$ cat src/rtl/song_autoplayer.sv
// Plays the first phrase of Ode to Joy as note codes, one note per ROM entry, with a
// `none` gap after each note.  States: IDLE = silent | SOUND = note audible | GAP = inter-note silence.
module song_autoplayer #(
    parameter int         HALF_BEAT_TICKS = 200,
    parameter int         GAP_TICKS       = 40,
    parameter bit         LOOP            = 1'b0,
    parameter logic [3:0] NOTE_NONE       = 4'd0,
    parameter logic [3:0] NOTE_C4         = 4'd1,
    parameter logic [3:0] NOTE_D          = 4'd2,
    parameter logic [3:0] NOTE_E          = 4'd3,
    parameter logic [3:0] NOTE_F          = 4'd4,
    parameter logic [3:0] NOTE_G          = 4'd5
) (
    input  logic       CLK,
    input  logic       RESET_N,
    input  logic       TICK,
    input  logic       START,
    input  logic       STOP,
    output logic [3:0] note,
    output logic       playing,
    output logic [3:0] index,
    output logic       done
);

    typedef enum logic [1:0] {
        IDLE  = 2'd0,
        SOUND = 2'd1,
        GAP   = 2'd2
    } state_t;

    localparam logic [3:0]  LAST_IDX = 4'd14;
    localparam logic [15:0] GAP_LAST = 16'(GAP_TICKS - 1);

    state_t      state_q, state_d;
    logic [3:0]  idx_q, idx_d;
    logic [15:0] cnt_q, cnt_d;
    logic [3:0]  note_q, note_d;
    logic        playing_q, playing_d;
    logic        done_q, done_d;

    logic [6:0]  rom_cur;
    logic [6:0]  rom_nxt;
    logic [15:0] sound_last;

    // Song ROM entry: {note code, duration in half-beats}
    function automatic logic [6:0] song_rom(input logic [3:0] i);
        case (i)
            4'd0:    song_rom = {NOTE_E,  3'd2};
            4'd1:    song_rom = {NOTE_E,  3'd2};
            4'd2:    song_rom = {NOTE_F,  3'd2};
            4'd3:    song_rom = {NOTE_G,  3'd2};
            4'd4:    song_rom = {NOTE_G,  3'd2};
            4'd5:    song_rom = {NOTE_F,  3'd2};
            4'd6:    song_rom = {NOTE_E,  3'd2};
            4'd7:    song_rom = {NOTE_D,  3'd2};
            4'd8:    song_rom = {NOTE_C4, 3'd2};
            4'd9:    song_rom = {NOTE_C4, 3'd2};
            4'd10:   song_rom = {NOTE_D,  3'd2};
            4'd11:   song_rom = {NOTE_E,  3'd2};
            4'd12:   song_rom = {NOTE_E,  3'd3};
            4'd13:   song_rom = {NOTE_D,  3'd1};
            4'd14:   song_rom = {NOTE_D,  3'd4};
            default: song_rom = {NOTE_NONE, 3'd0};
        endcase
    endfunction

    assign rom_cur    = song_rom(idx_q);
    assign sound_last = 16'(int'(rom_cur[2:0]) * HALF_BEAT_TICKS - GAP_TICKS - 1);

    always_comb begin
        state_d = state_q;
        idx_d   = idx_q;
        cnt_d   = TICK ? cnt_q + 16'd1 : cnt_q;
        done_d  = 1'b0;

        if (STOP) begin
            state_d = IDLE;
            idx_d   = 4'd0;
            cnt_d   = 16'd0;
        end else begin
            case (state_q)
                IDLE: begin
                    cnt_d = 16'd0;
                    if (START) begin
                        state_d = SOUND;
                        idx_d   = 4'd0;
                    end
                end
                SOUND: begin
                    if (TICK && cnt_q == sound_last) begin
                        state_d = GAP;
                        cnt_d   = 16'd0;
                    end
                end
                GAP: begin
                    if (TICK && cnt_q == GAP_LAST) begin
                        cnt_d = 16'd0;
                        if (idx_q < LAST_IDX) begin
                            state_d = SOUND;
                            idx_d   = idx_q + 4'd1;
                        end else begin
                            done_d  = 1'b1;
                            idx_d   = 4'd0;
                            state_d = LOOP ? SOUND : IDLE;
                        end
                    end
                end
                default: begin
                    state_d = IDLE;
                    idx_d   = 4'd0;
                    cnt_d   = 16'd0;
                end
            endcase
        end
    end

    // Outputs are derived from the next state so they register in step with it.
    assign rom_nxt   = song_rom(idx_d);
    assign note_d    = (state_d == SOUND) ? rom_nxt[6:3] : NOTE_NONE;
    assign playing_d = (state_d != IDLE);

    always_ff @(posedge CLK or negedge RESET_N) begin
        if (!RESET_N) begin
            state_q   <= IDLE;
            idx_q     <= 4'd0;
            cnt_q     <= 16'd0;
            note_q    <= NOTE_NONE;
            playing_q <= 1'b0;
            done_q    <= 1'b0;
        end else begin
            state_q   <= state_d;
            idx_q     <= idx_d;
            cnt_q     <= cnt_d;
            note_q    <= note_d;
            playing_q <= playing_d;
            done_q    <= done_d;
        end
    end

    assign note    = note_q;
    assign playing = playing_q;
    assign index   = idx_q;
    assign done    = done_q;

endmodule
$ cat config.mk
export PLATFORM = sky130hd
export DESIGN_NAME = song_autoplayer
export DESIGN_NICKNAME = d
export VERILOG_FILES = /design/src/rtl/song_autoplayer.sv
export SDC_FILE = /design/constraint.sdc
export NUM_CORES = 1
export LEC_CHECK = 0
export CORE_UTILIZATION = 48
export CTS_CLUSTER_DIAMETER = 50
export DETAILED_ROUTE_END_ITERATION = 8
export PLACE_DENSITY = 0.67
export SYNTH_ARGS = -nofsm -noshare
export SYNTH_HDL_FRONTEND = slang
export SYNTH_SLANG_ARGS = --single-unit
$ cat constraint.sdc
create_clock -name CLK -period 4.3 [get_ports CLK]
set_input_delay 0.43 -clock CLK [delete_from_list [all_inputs] [get_ports CLK]]
set_output_delay 0.43 -clock CLK [all_outputs]
set_load 0.05 [all_outputs]
Yosys cells after proc, flatten, opt, wreduce, memory -nomap -nowiden

Memories as Yosys holds them, arrays and structs flattened.
Index checks and enable logic that the tools add are counted.

Multiplexer cells: 21
Equal/unequal tests: 5
Reductions and logical operators: 4
Order comparisons: 1
Add/subtract/negate cells: 4
Multiply operators: 1

Operators by type and width:

| kind                  | number |
|---|---|
| $mux 16               | 4 |
| $pmux 16 s2           | 1 |
| $mux 4                | 5 |
| $add 16x1->16 const B | 1 |
| $eq 16x16->1          | 1 |
| $eq 16x6->1 const B   | 1 |
| $sub 12x2->13 const B | 1 |
| $pmux 4 s3            | 1 |
| $sub 11x6->12 const B | 1 |
| $mul 3x5->8 const B   | 1 |
| $mux 2                | 4 |
| $pmux 2 s3            | 1 |
| $mux 1                | 5 |
| $add 4x1->4 const B   | 1 |
| $eq 2x1->1 const B    | 2 |
| $lt 4x4->1 const B    | 1 |
| $eq 2x2->1 const B    | 1 |
| $logic_and 1x1->1     | 2 |
| $logic_not 2->1       | 1 |
| $reduce_bool 2->1     | 1 |

Word-level logic and storage cells: 44
Bits in registers: 28
Memories kept: 2
Input bits: 5
Output and inout port bits: 10
Bits in read-only memories: 192

Memories:

| name             | words | bits a word | rd ports | clocked after Yosys merged registers in | wr ports | RTL line | source |
|---|---|---|---|---|---|---|---|
| (name not given) | 16    | 6           | 1        | 0                                       | 0        | 47       | `case (i)` |
| (name not given) | 16    | 6           | 1        | 0                                       | 0        | 47       |  |

Logic depth before layout (Yosys ltp)

Gate-level depths: netlist of run 1.
An unclocked memory read counts as a cell.

Word-level depth: 11
Mapped depth: 15
Mapped depth without buffers: 14

Worst setup path before layout of run 1

No wires, ideal clock.

Kind: reg-to-reg
From: reg idx_q[1], in the netlist index[1]
To: reg cnt_q[10]
Buffers on the path: 1
Cell stages (with the launch flop): 16
Arrival time: 4.067 ns
Path slack: 0.095 ns
Required time: 4.162 ns
Clock period less this slack: 4.205 ns
Library setup time: 0.138 ns
Cell sequence: dfrtp_1 -> inv_1 -> ha_1 -> nor2_1 -> inv_1 -> ha_1 -> ha_1 -> ha_1 -> or4_1 -> nor2_2 -> nand4_1 -> a2111oi_2 -> o2111ai_2 -> nor4_4 -> buf_6 -> nor4_1

Longest elaborated chain between the ends: 9

Ends and longest elaborated chain:

| what                   | RTL line | source |
|---|---|---|
| from (decl)            | 35       | `logic [3:0] idx_q, idx_d;` |
| from (signal assigned) | 132      | `idx_q <= idx_d;` |
| $mem_v2 16x6           | n/a      |  |
| $mul 3x5->8            | 68       | `assign sound_last = 16'(int'(rom_cur[2:0]) * HALF_BEAT_TICKS - GAP_TICKS - 1);` |
| $sub 11x6->12          | 68       |  |
| $sub 12x2->13          | 68       |  |
| $eq 16x16->1           | 90       | `if (TICK && cnt_q == sound_last) begin` |
| $logic_and 1x1->1      | 90       |  |
| $mux 16                | 90       |  |
| $pmux 16 s2            | 81       | `case (state_q)` |
| $mux 16                | 76       | `if (STOP) begin` |
| via cnt_d[10]          | 36       | `logic [15:0] cnt_q, cnt_d;` |
| to (signal assigned)   | 133      | `cnt_q <= cnt_d;` |
| to (decl)              | 36       |  |

The timed path passes the listed nets, and every way through them passes these cells.

Worst setup path in the final report of run 1

From: reg idx_q[0], in the netlist index[0]
To: reg cnt_q[4]

Same word-level chain as after synthesis.

==> results of run 1 <==
through the flow:
stage / power (mW) / hold WS (ns)
after floorplan: 0.3076 / 0.1344
after global placement: 0.3310 / 0.5768
after detailed placement: 0.3316 / 0.5791
after CTS: 0.4888 / 0.5223
after global routing: 0.5040 / 0.5468
final: 0.4820 / 0.5123
cell type report:
class / count / area, um^2 / area share [%]
Clock inverter: 1 / 8.758 / 0.3559
Sequential cell: 27 / 675.6 / 27.45
Clock buffer: 3 / 41.29 / 1.678
Tap cell: 52 / 65.06 / 2.644
Multi-Input combinational cell: 196 / 1454 / 59.07
Inverter: 11 / 41.29 / 1.678
Timing Repair Buffer: 19 / 175.2 / 7.117
worst max-delay path, cell delays in order, from the launching register on:
cell and delay [ns]:
dfrtp_1 0.39, inv_1 0.10, ha_1 0.24, and3_1 0.26, ha_1 0.30, inv_1 0.04
ha_1 0.17, ha_1 0.33, or4_1 0.56, nor2_2 0.15, nand4_1 0.13, a2111oi_2 0.40
o2111ai_2 0.27, nor4_4 0.19, buf_4 0.25, nor4_1 0.08
sequential cells by signal, indices dropped and copies added (netlist names):
signal   flops
done         1
index        4
cnt_q       16
state_q      2
playing      1
note         3
routing by layer:
metal / vias up / GRT usage, % / routed length [um]
met5: - / 0 / 0
met4: 0 / 5.333 / 44
met3: 4 / 2.309 / 160
met2: 29 / 32.37 / 2210
met1: 863 / 31.24 / 2361
li1: 924 / - / -
worst max path at each step:
stage,to,slack [ns],cells after the start
floorplan,cnt_q[10],0.1,15
global placement,note[1],0.37,14
detailed placement,note[0],0.21,14
CTS,note[0],0.20,14
global route,cnt_q[1],0.08,15
finish,cnt_q[4],0.30,15
cell families after synthesis:
kind of cell | after synthesis | share of synthesized area, %
other | 1 | 0.1695
multiplexers | 3 | 1.414
XOR/XNOR | 27 | 11.65
adder cells (fa/ha/maj) | 18 | 10.18
AND/OR/NAND/NOR | 105 | 27.55
flip-flops | 27 | 30.54
AO/OA/AOI/OAI | 42 | 14.37
buffers and inverters | 21 | 4.129
Yosys cell counts, types with 3 or more instances:
cell type and number:
a21o_1 3, a21oi_1 6, a31oi_1 4, and3_1 6
and4_1 3, clkbuf_1 7, dfrtp_1 27, ha_1 18
inv_1 11, nand2_1 13, nand2b_1 5, nand3_1 7
nand3b_1 3, nand4_1 6, nor2_1 14, nor3_1 16
nor4_1 13, o211ai_1 3, o21ai_0 8, or3_1 4
xnor2_1 16, xor2_1 9
power groups by stage:
stage               clock, mW  sequential (mW)  combinational, mW
finish                  0.155            0.262             0.0650
floorplan                   0            0.278             0.0298
detailed placement          0            0.267             0.0648
CTS                     0.162            0.262             0.0652
global placement            0            0.267             0.0643
global route            0.169            0.262             0.0724
==> impl_metrics.csv, run 1 <==
group,metric,value,unit
setup_path,r2r_start,"index[0]",
power,switchingPower,0.1332,mW
synthesis,yosysSeqAreaShare,30.54,%
clock_tree,hold_buffers,0,
placed_design,placedCellCount,305,
setup_path,worst_ep_arrival_time,4.16,ns
timing,hold_viol_final,0,
setup_path,r2r_cells,15,
timing,fmax,0.2500,GHz
drt,vias,1820,
synthesis,synth.area.top_cells,"dfrtp_1 (31%), ha_1 (10%), xnor2_1 (6.3%), nor4_1 (3.7%), nor3_1 (3.6%)",
setup_path,cp-end-kind,"register",
power,cellPowerDensity,195.8,nW/um^2
synthesis,synth_area,2212,um^2
job,maxCapViolCount,0,
timing,slew_viol_final,0,
setup_path,rrSetupSlack,0.30,ns
timing,setup_viol,0,
grt,grt_start_max_net_pins,28,
clock_tree,cts_inserted_buffers,3,
clock_tree,post-cts-setup-buffers,0,
power,comb_power_share,13.5,%
drt,drc,0,
die,die_y,69.89,um
timing,tightest_slew,0.6835,ns
clock_tree,cts_buffer_depth,2,
placed_design,port_buffers,13,
drt,drt_iter0_drc,126,
grt,antenna_found_initial,0,
drt,drt_first_pass_iters,4,
layout,num-nets-final,281,
clock_tree,cts_resized,0,
synthesis,synth_async_sr_flop_share,100.0,%
synthesis,synth_top_area_share,30.54,%
grt,grt_usage,20.95,%
synthesis,postSynthAreaPerCell,9.066,um^2
clock_tree,cts_num_sinks,27,
setup_path,startpoint_type,"register",
synthesis,ys_warn_count,0,
setup_path,startpoint,"index[0]",
timing,slew_headroom,54.08,%
placed_design,gp_congestion,0.8735,
timing,setup_slack,0.3003,ns
timing,post-route-period-util,93.02,%
clock_tree,htree_num_levels,1,
layout,layout-drive-gt1-share,8.949,%
synthesis,synth-edff-count,0,
power,clock_power_share,32.2,%
drt,wirelength,4.777,mm
power,max-vdd-ir-drop,189.6,uV
setup_path,required,4.46,ns
layout,syn_to_final_growth,11.26,%
timing,skew,0.009035,ns
die,core,4384,um^2
layout,layout_common_cells,"dfrtp_1 (27), ha_1 (18), nor3_1 (16), xnor2_1 (16), nor2_1 (14)",
clock_tree,ctsRootBufferMaster,"clkbuf_8",
die,pin_count,15,
synthesis,synth-seq-cells,27,
synthesis,syn_inst,244,
die,rows,24,
synthesis,synthFlopType,"dfrtp_1",
grt,grt_pass1_wl,8.252,mm
power,sw_frac_of_total,27.65,%
die,start_util,50.46,%
power,p_int,0.3487,mW
layout,fill_cells,384,
drt,post_drt_wl_per_cell,15.46,um
synthesis,syn_nets,267,
die,dieArea,4884,um^2
timing,grt_setup_unrepaired,"no",
synthesis,synth_largest_area_cell,"dfrtp_1",
drt,ant_nets,0,
layout,final_util,56.14,%
min_path,worstHoldPathType,"in -> async",
layout,antenna_cells,0,
clock_tree,cts_tree,"done",
run_status,outcome,"finished clean",
power,leakagePower,0.9842,nW
setup_path,timing_worst_setup_path_type,"reg -> reg",
synthesis,synth_cell_type_count,59,
setup_path,crit_path_max_fanout,15,
layout,stdcell_count,309,
placed_design,dpl_cell_area,2402,um^2
die,die_x,69.89,um
layout,final_cell_area,2461,um^2
timing,period_needed,4.000,ns
layout,final_common_cell,"dfrtp_1",
clock_tree,clkLatencyLatePin,0.29,ns
setup_path,reg2reg_to,"cnt_q[4]",
timing,fin_tns_setup,0,ns
drt,viasPerCell,5.890,
clock_tree,clk_pin_slew,0.10,ns
placed_design,post-dp-hpwl,3.578,mm
power,p_seq_share,54.3,%
placed_design,pre_cts_ws,0.2138,ns
grt,grt_pass1_vias,1714,
grt,grt_overflow,0,
Note: power is estimated with default switching activity, not from simulation.
==> run 2, diff against run 1 <==
- CELL_PAD_IN_SITES_DETAIL_PLACEMENT: unset -> 1
- CELL_PAD_IN_SITES_GLOBAL_PLACEMENT: unset -> 1
- CORE_UTILIZATION: 48 -> 46
- PLACE_DENSITY: 0.67 -> 0.83
==> run 2 against run 1 <==
  * Non-clock buffer count unchanged
  * Clock skew about the same
  * Sequential share of layout area decreased by 0.29 points
  * Clock power about the same
  * First-iteration DRC count decreased by 12%
  * Final cell count unchanged
  * Sequential power about the same
  * Via count increased by 4.9%
  * Die area increased by 4.2%
  * Final area increased by 1.1%
  * Combinational power increased by 3.1%
  * Critical path type unchanged
==> impl_metrics.csv, run 2 (synthesis results as in run 1) <==
group,metric,value,unit
layout,final_common_cell,"dfrtp_1",
timing,setup_slack,0.3072,ns
power,max-vdd-ir-drop,119.4,uV
placed_design,gp_congestion,0.8040,
setup_path,required,4.46,ns
timing,post-route-period-util,92.86,%
clock_tree,htree_num_levels,1,
drt,post_drt_wl_per_cell,18.31,um
clock_tree,cts_num_sinks,27,
timing,skew,0.009147,ns
power,cellPowerDensity,194.2,nW/um^2
setup_path,worst_ep_arrival_time,4.15,ns
die,die_y,71.35,um
timing,setup_viol,0,
clock_tree,cts_resized,0,
timing,slew_headroom,48.55,%
run_status,outcome,"finished clean",
timing,fmax,0.2504,GHz
drt,wirelength,5.657,mm
layout,layout_common_cells,"dfrtp_1 (27), ha_1 (18), nor3_1 (16), xnor2_1 (16), nor2_1 (14)",
die,dieArea,5090,um^2
layout,antenna_cells,0,
timing,timing.hold.ws,0.5124,ns
grt,grt_pass1_wl,9.666,mm
clock_tree,cts_inserted_buffers,3,
setup_path,cp-end-kind,"register",
die,start_util,49.44,%
die,core,4474,um^2
layout,fill_cells,521,
clock_tree,cts_buffer_depth,2,
grt,grt_start_max_net_pins,28,
clock_tree,post-cts-setup-buffers,0,
drt,vias,1910,
setup_path,crit_path_max_fanout,5,
grt,grt_overflow,0,
clock_tree,hold_buffers,0,
clock_tree,clk_pin_slew,0.10,ns
timing,slew_viol_final,0,
layout,stdcell_count,309,
die,pin_count,15,
min_path,worstHoldPathType,"in -> async",
layout,syn_to_final_growth,12.44,%
clock_tree,cts_tree,"done",
drt,ant_nets,0,
layout,final_cell_area,2487,um^2
power,leakagePower,0.9810,nW
job,maxCapViolCount,0,
die,rows,24,
drt,viasPerCell,6.181,
die,die_x,71.35,um
drt,drt_first_pass_iters,4,
timing,fin_tns_setup,0,ns
layout,layout-drive-gt1-share,8.949,%
drt,drt_iter0_drc,111,
setup_path,startpoint_type,"register",
timing,hold_viol_final,0,
placed_design,port_buffers,13,
placed_design,dpl_cell_area,2402,um^2
placed_design,placedCellCount,305,
layout,largest_reg_flops,16,
drt,drc,0,
clock_tree,clkLatencyLatePin,0.28,ns
layout,regMostFlops,"cnt_q",
placed_design,post-dp-hpwl,4.259,mm
layout,final_util,55.59,%
clock_tree,ctsRootBufferMaster,"clkbuf_8",
setup_path,timing_worst_setup_path_type,"reg -> reg",
placed_design,pre_cts_ws,0.2245,ns
power,total_power,0.4831,mW
grt,antenna_found_initial,0,
timing,tightest_slew,0.7648,ns
layout,num-nets-final,281,
grt,grt_usage,24.23,%
grt,grt_pass1_vias,1998,
timing,grt_setup_unrepaired,"no",
timing,period_needed,3.993,ns
-- run 2: worst paths after layout --
kind | startpoint | end | slack, ns | cells past startpoint
max | index[0] | note[2] | 0.31 | 14
min | RESET_N | cnt_q[2] | 0.51 | 2
max reg2reg | index[0] | note[2] | 0.31 | 14
min reg2reg | cnt_q[0] | cnt_q[0] | 0.61 | 2
max in group asynchronous | RESET_N | index[2] | 3.52 | 2
min in group CLK | cnt_q[0] | cnt_q[0] | 0.61 | 2
-- run 2: power breakdown --
part	total (mW)	switching (mW)	internal [mW]
logic	0.0670	0.0446	0.0224
registers	0.262	0.00390	0.258
clock network	0.154	0.0880	0.0660
-- run 2: critical path: stages (launching register included) --
cell and delay (ns):
dfrtp_1 0.40, inv_1 0.11, ha_1 0.24, and3_1 0.26, ha_1 0.31, inv_1 0.05
ha_1 0.17, ha_1 0.33, or4_1 0.56, nor2_2 0.16, nand4_1 0.16, a2111oi_4 0.38
o2111ai_4 0.22, nor4b_4 0.42, nor3_1 0.11
-- run 2: per-layer routing --
metal	global-route usage (%)	up-vias	routed length (um)
met5	0	-	0
met4	6.889	0	48
met3	2.672	6	85
met2	41.69	18	2802
met1	32.26	962	2720
li1	-	924	-
-- run 2: area by class of cell --
class                      instances  area, um^2  area share, %
clock inverter                     1       7.507         0.3018
timing repair buffer              19       178.9          7.193
inverter                          11       41.29          1.660
multi-input combinational        196        1478          59.41
tap                               52       65.06          2.616
clock buffer                       3       41.29          1.660
sequential                        27       675.6          27.16
